$ cat config.mk
export PLATFORM = sky130hd
export DESIGN_NAME = hbm_read_port
export DESIGN_NICKNAME = d
export VERILOG_FILES = /design/src/rtl/hbm_read_port_pkg.sv /design/src/rtl/sync_fifo.sv /design/src/rtl/hbm_read_port.sv
export SDC_FILE = /design/constraint.sdc
export NUM_CORES = 2
export LEC_CHECK = 0
export CORE_AREA = 2 2 437 439
export DETAILED_ROUTE_END_ITERATION = 12
export DIE_AREA = 0 0 439 441
export HOLD_SLACK_MARGIN = 0.03
export SLEW_MARGIN = 5
export SYNTH_ARGS = -nofsm -noshare
export SYNTH_HDL_FRONTEND = slang
export SYNTH_SLANG_ARGS = --single-unit
$ cat constraint.sdc
create_clock -name clk -period 3.45 [get_ports clk]
set_input_delay 0.345 -clock clk [delete_from_list [all_inputs] [get_ports clk]]
set_output_delay 0.345 -clock clk [all_outputs]
set_load 0.02 [all_outputs]
$ cat src/rtl/hbm_read_port_pkg.sv
// Shared constants for the HBM read path: default widths, AXI response codes,
// fixed single-beat AR attributes and the AR state type.
package hbm_read_port_pkg;

  localparam int DEF_HBM_AWIDTH = 28;
  localparam int DEF_HBM_DWIDTH = 512;

  // One beat is 64 bytes, so a word index becomes a byte address by this shift.
  localparam int BEAT_SHIFT = 6;

  localparam logic [1:0] RESP_OKAY   = 2'b00;
  localparam logic [1:0] RESP_EXOKAY = 2'b01;
  localparam logic [1:0] RESP_SLVERR = 2'b10;
  localparam logic [1:0] RESP_DECERR = 2'b11;

  localparam logic [7:0] AR_LEN        = 8'd0;
  localparam logic [2:0] AR_SIZE       = 3'(BEAT_SHIFT);
  localparam logic [1:0] AR_BURST_INCR = 2'b01;

  typedef enum logic {
    AR_IDLE,
    AR_ISSUE
  } ar_state_e;

  function automatic logic resp_is_error(input logic [1:0] resp);
    return resp != RESP_OKAY;
  endfunction

endpackage

$ cat src/rtl/sync_fifo.sv
// Single-clock FIFO with show-ahead head output and an occupancy count.
module sync_fifo #(
  parameter int WIDTH = 8,
  parameter int DEPTH = 16
) (
  input  logic                     clk,
  input  logic                     rst,
  input  logic                     push,
  input  logic [WIDTH-1:0]         din,
  input  logic                     pop,
  output logic [WIDTH-1:0]         dout,
  output logic [$clog2(DEPTH):0]   count,
  output logic                     empty,
  output logic                     full
);

  localparam int PW = $clog2(DEPTH);
  localparam int CW = PW + 1;

  logic [WIDTH-1:0] mem [DEPTH];
  logic [PW-1:0]    wr_ptr;
  logic [PW-1:0]    rd_ptr;
  logic             wr_en;
  logic             rd_en;

  assign empty = count == '0;
  assign full  = count == CW'(DEPTH);
  assign wr_en = push && (!full || pop);
  assign rd_en = pop && !empty;
  assign dout  = mem[rd_ptr];

  // NOTE: the storage array has no reset; only pointers and count define what is valid,
  // and leaving it out keeps the array mappable to plain RAM.
  always_ff @(posedge clk) begin
    if (wr_en) mem[wr_ptr] <= din;
  end

  // NOTE: every state register uses non-blocking assignment so all flops update from
  // the same pre-edge values regardless of statement order.
  always_ff @(posedge clk) begin
    if (rst) begin
      wr_ptr <= '0;
      rd_ptr <= '0;
      count  <= '0;
    end else begin
      if (wr_en) wr_ptr <= wr_ptr + PW'(1);
      if (rd_en) rd_ptr <= rd_ptr + PW'(1);
      case ({wr_en, rd_en})
        2'b10:   count <= count + CW'(1);
        2'b01:   count <= count - CW'(1);
        default: count <= count;
      endcase
    end
  end

endmodule

$ cat src/rtl/hbm_read_port.sv
// One HBM pseudo-channel read port: queues loader word indices, issues single-beat
// AXI reads under a credit limit and forwards returned beats in order.
module hbm_read_port
  import hbm_read_port_pkg::*;
#(
  parameter int                    HBM_AWIDTH      = DEF_HBM_AWIDTH,
  parameter int                    HBM_DWIDTH      = DEF_HBM_DWIDTH,
  parameter int                    AXI_AWIDTH      = 33,
  parameter logic [AXI_AWIDTH-1:0] BASE_ADDR       = '0,
  parameter int                    FIFO_DEPTH      = 16,
  parameter int                    MAX_OUTSTANDING = 32
) (
  input  logic                  clk,
  input  logic                  bram_rst,
  input  logic [HBM_AWIDTH-1:0] loader_addr,
  input  logic                  loader_addr_valid,
  output logic                  loader_full,
  output logic [HBM_DWIDTH-1:0] loader_data,
  output logic                  loader_data_valid,
  output logic [AXI_AWIDTH-1:0] axi_araddr,
  output logic [7:0]            axi_arlen,
  output logic [2:0]            axi_arsize,
  output logic [1:0]            axi_arburst,
  output logic                  axi_arvalid,
  input  logic                  axi_arready,
  input  logic [HBM_DWIDTH-1:0] axi_rdata,
  input  logic [1:0]            axi_rresp,
  input  logic                  axi_rlast,
  input  logic                  axi_rvalid,
  output logic                  axi_rready,
  output logic                  err_resp,
  output logic                  err_unexpected
);

  localparam int CNT_W = $clog2(FIFO_DEPTH) + 1;
  localparam int OUT_W = $clog2(MAX_OUTSTANDING + 1);

  logic [HBM_AWIDTH-1:0] fifo_dout;
  logic [CNT_W-1:0]      fifo_count;
  logic [CNT_W-1:0]      count_next;
  logic                  fifo_empty;
  logic                  fifo_full;
  logic                  fifo_pop;
  logic                  push_ok;

  ar_state_e             state_q;
  ar_state_e             state_d;
  logic [OUT_W-1:0]      outstanding;
  logic                  ar_hs;
  logic                  r_hs;
  logic                  r_ok;
  logic                  room_now;
  logic                  room_after_issue;
  logic                  unused_rlast;

  sync_fifo #(
    .WIDTH (HBM_AWIDTH),
    .DEPTH (FIFO_DEPTH)
  ) u_addr_fifo (
    .clk   (clk),
    .rst   (bram_rst),
    .push  (loader_addr_valid),
    .din   (loader_addr),
    .pop   (fifo_pop),
    .dout  (fifo_dout),
    .count (fifo_count),
    .empty (fifo_empty),
    .full  (fifo_full)
  );

  assign axi_arlen    = AR_LEN;
  assign axi_arsize   = AR_SIZE;
  assign axi_arburst  = AR_BURST_INCR;
  assign axi_rready   = 1'b1;
  assign axi_arvalid  = state_q == AR_ISSUE;
  assign unused_rlast = axi_rlast;

  assign ar_hs = axi_arvalid && axi_arready;
  assign r_hs  = axi_rvalid;
  assign r_ok  = r_hs && (outstanding != '0);

  // The AR currently being presented will hold a credit once accepted, so a
  // back-to-back pop must leave room for it as well.
  assign room_now         = int'(outstanding) < MAX_OUTSTANDING;
  assign room_after_issue = int'(outstanding) + 1 < MAX_OUTSTANDING;

  // Full is registered, so it is computed from the occupancy after this edge;
  // two entries of slack absorb pushes already committed by the loader.
  assign push_ok    = loader_addr_valid && (!fifo_full || fifo_pop);
  assign count_next = fifo_count + CNT_W'(push_ok) - CNT_W'(fifo_pop);

  // NOTE: combinational outputs get a default before any branch so no path
  // leaves them unassigned, which would infer a latch.
  always_comb begin
    state_d  = state_q;
    fifo_pop = 1'b0;
    case (state_q)
      AR_IDLE: begin
        if (!fifo_empty && room_now) begin
          fifo_pop = 1'b1;
          state_d  = AR_ISSUE;
        end
      end
      AR_ISSUE: begin
        if (axi_arready) begin
          if (!fifo_empty && room_after_issue) fifo_pop = 1'b1;
          else                                 state_d  = AR_IDLE;
        end
      end
      default: state_d = AR_IDLE;
    endcase
  end

  always_ff @(posedge clk) begin
    if (bram_rst) begin
      state_q     <= AR_IDLE;
      axi_araddr  <= '0;
      loader_full <= 1'b0;
    end else begin
      state_q     <= state_d;
      loader_full <= count_next >= CNT_W'(FIFO_DEPTH - 2);
      if (fifo_pop)
        axi_araddr <= BASE_ADDR + (AXI_AWIDTH'(fifo_dout) << BEAT_SHIFT);
    end
  end

  always_ff @(posedge clk) begin
    if (bram_rst) begin
      outstanding       <= '0;
      loader_data       <= '0;
      loader_data_valid <= 1'b0;
      err_resp          <= 1'b0;
      err_unexpected    <= 1'b0;
    end else begin
      case ({ar_hs, r_ok})
        2'b10:   outstanding <= outstanding + OUT_W'(1);
        2'b01:   outstanding <= outstanding - OUT_W'(1);
        default: outstanding <= outstanding;
      endcase
      loader_data_valid <= r_ok;
      if (r_ok) loader_data <= axi_rdata;
      if (r_ok && resp_is_error(axi_rresp)) err_resp <= 1'b1;
      // A beat with no read in flight is dropped without a valid pulse.
      if (r_hs && outstanding == '0) err_unexpected <= 1'b1;
    end
  end

endmodule

; ---- Word-level counts from Yosys, hierarchy flattened
; Memories as Yosys holds them, arrays and structs flattened. A register that Yosys moved wholly into a read port is not among the register bits.
; Cells that the tools add are included.
[word_totals]
reg_bits = 536
ramBits = 448
in_bits = 548
word_cells = 56
n_memories = 1
[classes]
n_addsub = 9
magnitude_cmp = 3
eq_ne = 5
mux = 10
bitwise_logic = 1
reduce_logical = 17
[mem_list]
columns = memory, depth, width, read_ports, rd_clocked_by_memory_dff, wr, line_no
row1 = u_addr_fifo.mem, 16, 28, 1, 1, 1, sync_fifo.sv:20  ; logic [WIDTH-1:0] mem [DEPTH];
[ops]
columns = op, n
row1 = 6-bit case mux with 2 select lines, 1
row2 = 5-bit case mux with 2 select lines, 1
row3 = "4-bit by 1-bit adder with 4-bit output, second input constant", 2
row4 = 1-bit logical AND, 8
row5 = "6-bit by 1-bit adder with 7-bit output, second input constant", 1
row6 = "7-bit by 6-bit less-than comparator with 1-bit output, second input constant", 1
row7 = "6-bit by 1-bit adder with 6-bit output, second input constant", 1
row8 = 6-bit logical NOT, 1
row9 = "6-bit less-than comparator, second input constant", 1
row10 = 1-bit 2-to-1 mux, 6
row11 = 2-bit nonzero test, 3
row12 = 6-bit nonzero test, 1
row13 = "6-bit by 1-bit subtractor with 6-bit output, second input constant", 1
row14 = 5-bit by 1-bit adder with 5-bit output, 1
row15 = "5-bit by 1-bit adder with 5-bit output, second input constant", 1
row16 = "5-bit == test, second input constant", 1
row17 = "5-bit by 4-bit >= comparator with 1-bit output, second input constant", 1
row18 = 5-bit logical NOT, 1
row19 = 5-bit by 1-bit subtractor with 5-bit output, 1
row20 = "5-bit by 1-bit subtractor with 5-bit output, second input constant", 1
row21 = "2-bit by 1-bit == test with 1-bit output, second input constant", 2
row22 = "2-bit == test, second input constant", 2
row23 = 1-bit case mux with 2 select lines, 2
row24 = 1-bit logical NOT, 2
row25 = other kinds (2), 2

; ---- Longest topological paths before layout
[logic_depth]
depth_word = 11
ltp_mapped = 13
depth_no_buf = 13

; ---- Hierarchy
; From an unflattened synthesis, not the netlist that was laid out.
[unflattened]
hier_cells = 3258
hier_area_um2 = 37151.9
[by_module_without_submodules]
columns = module, n_inst, cells_each, area_per_inst_um2, seq_area_each_um2
row1 = hbm_read_port, 1, 2453, 19444.9, 11010.6
row2 = sync_fifo, 1, 805, 17707.0, 13793.2

; ---- Worst setup path after synthesis
; OpenSTA, ideal clock, no wires.
[synth_timing]
kind = register to register
from = reg outstanding[5]
to = reg outstanding[5]
setup_ps = 121
arrival_time_ps = 3173
required_ps = 3329
setup_slack_ps = 156
stages_incl_launch_ff = 12
n_path_buf = 2
period_less_slack_ps = 3294
path_cell_list = dfxtp_1 or4_1 o31ai_1 buf_4 inv_2 clkbuf_1 ha_1 ha_1 or4b_2 a21oi_1 nand3b_1 mux2_2
[synth_between]
elab_chain_len = 4
[synth_rtl]
columns = element, line_no
row1 = "start, declared", hbm_read_port.sv:48  ; logic [OUT_W-1:0] outstanding;
row2 = "start signal, assigned", hbm_read_port.sv:136  ; 2'b10: outstanding <= outstanding + OUT_W'(1);
row3 = "start signal, assigned", hbm_read_port.sv:137  ; 2'b01: outstanding <= outstanding - OUT_W'(1);
row4 = "start signal, assigned", hbm_read_port.sv:138  ; default: outstanding <= outstanding;
row5 = 6-bit nonzero test (*), hbm_read_port.sv:80  ; assign r_ok = r_hs && (outstanding != '0);
row6 = 1-bit logical AND (*), hbm_read_port.sv:80
row7 = via r_ok, hbm_read_port.sv:51  ; logic r_ok;
row8 = 2-bit by 1-bit == test with 1-bit output / 2-bit == test (equally long branches), hbm_read_port.sv:135  ; case ({ar_hs, r_ok})
row9 = 6-bit case mux with 2 select lines / 2-bit nonzero test (equally long branches), -
; Mark *: on every way through the listed nets, which the timed path passes. The rest lies on a longest branch.
; A chain may end at the register's enable or synchronous reset.

; ---- Worst setup path after layout
[layout_timing]
from = reg outstanding[1]
to = reg outstanding[5]
[layout_between]
elab_chain_len = 4
[layout_rtl]
columns = element
row1 = branches (longest 4 deep; another with 6-bit by 1-bit subtractor with 6-bit output)
; Parallel ways; which one is timed is not known.

==> results.md <==
* Clock Tree Root: clkbuf_16
* Status: finished clean
* Largest net degree at the start of global routing at 181
* Initial Utilization at 0.1936
* PD cells at 886.0 nW/um^2
* Unique masters post-synth at 53
* Worst-path cell chain: or4_1 > o31ai_4 > inv_8 > ha_1 > ha_1 > or4b_2 > a21oi_1 > nand3b_1 > mux2_2
* Starting DRT DRC Count at 1813
* Post-route ant nets at 0
* Part of the power in registers at 0.335
* RePlAce Congestion at 0.8926
* CTS tree: yes
* Num rows at 160
* Routed via count at 28488
* Reg area at 24250 sq um
* WL met3 at 15.72 mm
* Htree depth at 3
* Multi-input logic area at 11120 sq um
* Worst min path class: input pin to flip-flop
* Clock sinks at 995
* Hold endpoint: loader_data[445]$_SDFFE_PP0P_
* P_int at 29.53 mW
* Highest metal used: met5
* CP Launch Type: flip-flop
* CP max FO at 6
* Hold-critical path depth at 3
* Most frequent cells in the layout: clkdlybuf4s50_1 (1088), nand2_1 (1029), dfxtp_1 (560), a21oi_1 (524), edfxtp_1 (432)
* IO Port Bufs at 1089
* Final setup TNS at 0 ns
* Max Clk Rate at 321.7 MHz
* Largest delay contributor family on the critical path: simple AND/OR/NAND/NOR gates
* Buffers & Inverters on Critical Path at 1
* Clock latency on the worst-skew pair at 0.81 ns
* DRC viols at 0
* Sw frac at 0.3938
* Final hold violations at 0
* Most common cell after layout, fill and taps aside: clkdlybuf4s50_1
* Die Height at 441 um
* Fillers at 19504
* Stages on worst setup path at 9
* Post-synth EDFFs at 432
* Hold Path Origin: axi_rdata[445]
* Final setup violation count at 0
* Worst setup EP type: flip-flop
* Met1 wire length at 58.29 mm
* Ys Warns at 0
* Logic pwr share at 0.413
* Detail Placement HPWL at 112.7 mm
* Clock power share at 0.252
* Max Slew Vio Count at 0
* Reg clk slew, reported paths at 0.07 ns
* Setup Fix Bufs, Post-CTS at 0
* Synth Cell Area at 36620 sq um
* Synth Register Bits at 995
* Vias in the first global route at 27685
* Syn Area/Cell at 11.45 sq um
* RR Endpoint: outstanding[5]$_SDFFE_PP0P_
* Die area at 193600 sq um
* Layout cell share with drive strength beyond 1 at 0.08955
* Max-Cap Viols at 0
* Vias per cell at 4.088
* CTS buffer count at 111
* Critical Path RT at 4.07 ns
* Slew Limit Headroom at 0.2193
* Layout net count at 4896
* Min Tclk post-route at 3.108 ns
* Clock skew at 0.08158 ns
* NetSw at 19.18 mW
* RSZ-0062 raised after global routing: no
* CP Class: flip-flop to flip-flop
* CP startpoint: outstanding[1]$_SDFFE_PP0P_
* R2R Path Start: outstanding[1]$_SDFFE_PP0P_
* Worst slew pin tran at 1.171 ns
* Predominant post-synthesis flop cell: dfxtp_1
* IO Pins at 1112
* Final worst path period share at 0.9010
* Crit path top cell by count: ha_1
* Post-synthesis async set-or-reset flop share at 0
* Total gr overflow at 0
* Core Box Area at 189200 sq um
* Worst VDD drop at 0.9848 mV
* First drt pass iteration count at 5
* R2R depth at 9
* Leak Pwr at 18.30 nW
* Total GRT Usage at 0.1513
* Syn Inst Count at 3197
* Worst path arrival time at 3.72 ns
* First-pass GRT wire length at 208.3 mm
* Clock buffer depth at 3
* Critical path's slowest cell: or4b_2
* Area Overhead vs Synth at 50.13%
* CP peak stage delay at 0.64 ns
* WL met2 at 74.31 mm
* Final Power at 48.71 mW
* Die Wd at 439 um
* R2R Setup Slk at 0.34 ns
* Avg WL per Cell at 22.26 um
* CTS Hold Bufs at 88
* Initial antenna violation count at 73
* Final WL at 155.2 mm
* Cts repair resizes at 0
* Sequential area share after synthesis at 0.6620
## worst max path at each step
stage	endpoint	slack (ns)
2_1_floorplan	outstanding[5]$_SDFFE_PP0P_	0.16
3_3_place_gp	u_addr_fifo.count[4]$_SDFFE_PP0P_	0.31
3_5_place_dp	loader_data[465]$_SDFFE_PP0P_	0.34
4_1_cts	outstanding[5]$_SDFFE_PP0P_	0.35
5_1_grt	u_addr_fifo.count[4]$_SDFFE_PP0P_	0.16
6_report	outstanding[5]$_SDFFE_PP0P_	0.34
## worst register-to-register path: cells and delay by family (launching register included)
kind / cells / cell delay (ns)
muxes: 1 / 0.33
adders and majority gates: 2 / 0.50
and+or+nand+nor: 3 / 1.30
buffers and inverters: 1 / 0.04
AOI/OAI and AO/OA: 2 / 0.46
DFF: 1 / 0.36
## through the flow
step	worst slack (ns)	instances	hold slack (ns)	instance area, sq um	utilization
after global routing	0.1568	6961	0.08301	54960	0.2905
after CTS	0.3496	6933	0.03091	54890	0.2901
after global placement	0.3098	6635	0.4352	50170	0.2652
after floorplan	0.1560	3215	0.4439	36690	-
after detailed placement	0.3411	6635	0.4399	50170	0.2652
final	0.3417	6969	0.1289	54980	0.2906
## synthesized netlist by cell type, types with 2 or more instances
cell / instances / area, sq um
edfxtp_1: 432 / 12970
nand2b_1: 2 / 12.51
xor2_1: 7 / 61.31
nor2b_1: 10 / 62.56
o221ai_1: 27 / 236.5
a21o_1: 5 / 37.54
fa_1: 3 / 60.06
nand3b_1: 3 / 22.52
a211oi_1: 3 / 22.52
mux2i_1: 29 / 290.3
buf_2: 83 / 415.4
nor2_1: 22 / 82.58
conb_1: 2 / 7.510
mux4_2: 108 / 2432
a211o_1: 2 / 17.52
nand2_1: 1029 / 3862
o21a_1: 4 / 30.03
o31ai_1: 2 / 15.01
xnor2_1: 2 / 17.52
buf_4: 52 / 390.4
inv_1: 43 / 161.4
nor3_1: 4 / 20.02
and3_1: 14 / 87.58
dfxtp_1: 563 / 11270
ha_1: 20 / 250.2
clkbuf_1: 97 / 364.1
o211ai_1: 3 / 22.52
a311oi_1: 2 / 17.52
a21oi_1: 524 / 2623
nand3_1: 35 / 175.2
nor4b_1: 2 / 17.52
buf_1: 5 / 18.77
o21ai_0: 7 / 35.03
mux2_2: 32 / 360.4
## power groups by stage
stage                     registers [mW]  clock network [mW]  logic (mW)
final                               16.3                12.3        20.1
after global routing                16.6                13.1        21.8
after CTS                           16.3                12.7        20.5
after detailed placement            16.5                   0        20.3
after global placement              16.5                   0        20.2
after floorplan                     18.9                   0        8.82
## cell families (layout without fill, tap and decap cells)
logic type / count (synthesis) / in the layout / synth area share
other: 2 / 56 / 0.0002051
XOR/XNOR: 9 / 9 / 0.002153
AND/OR/NAND/NOR: 1131 / 1131 / 0.1208
flip-flops: 995 / 995 / 0.6620
AO/OA/AOI/OAI: 587 / 587 / 0.08524
adder cells (fa/ha/maj): 23 / 23 / 0.008473
buffers and inverters: 281 / 1488 / 0.03697
multiplexers: 169 / 169 / 0.08418
## cell type report
| class | count | area share |
|---|---|---|
| sequential | 995 | 0.4411 |
| timing repair buffer | 1234 | 0.2249 |
| multi-input combinational | 1939 | 0.2023 |
| clock buffer | 150 | 0.05755 |
| tap | 2511 | 0.05714 |
| clock inverter | 60 | 0.01220 |
| inverter | 44 | 0.003141 |
| antenna | 36 | 0.001639 |
## registers in the layout, indices dropped and copies added (netlist names)
| register | cells |
|---|---|
| loader_data | 512 |
| u_addr_fifo.wr_ptr | 4 |
| u_addr_fifo.rd_ptr | 4 |
| err_resp | 1 |
| loader_data_valid | 1 |
| u_addr_fifo.count | 5 |
| u_addr_fifo.mem | 432 |
| loader_full | 1 |
| axi_araddr | 27 |
| axi_arvalid | 1 |
| outstanding | 6 |
| err_unexpected | 1 |
## per-layer routing
layer | track usage | up-vias
met5 | 0 | -
met4 | 0.08303 | 8
met3 | 0.06412 | 270
met2 | 0.2434 | 1043
met1 | 0.1686 | 13822
li1 | - | 13345
(Power assumes the default switching activity.)
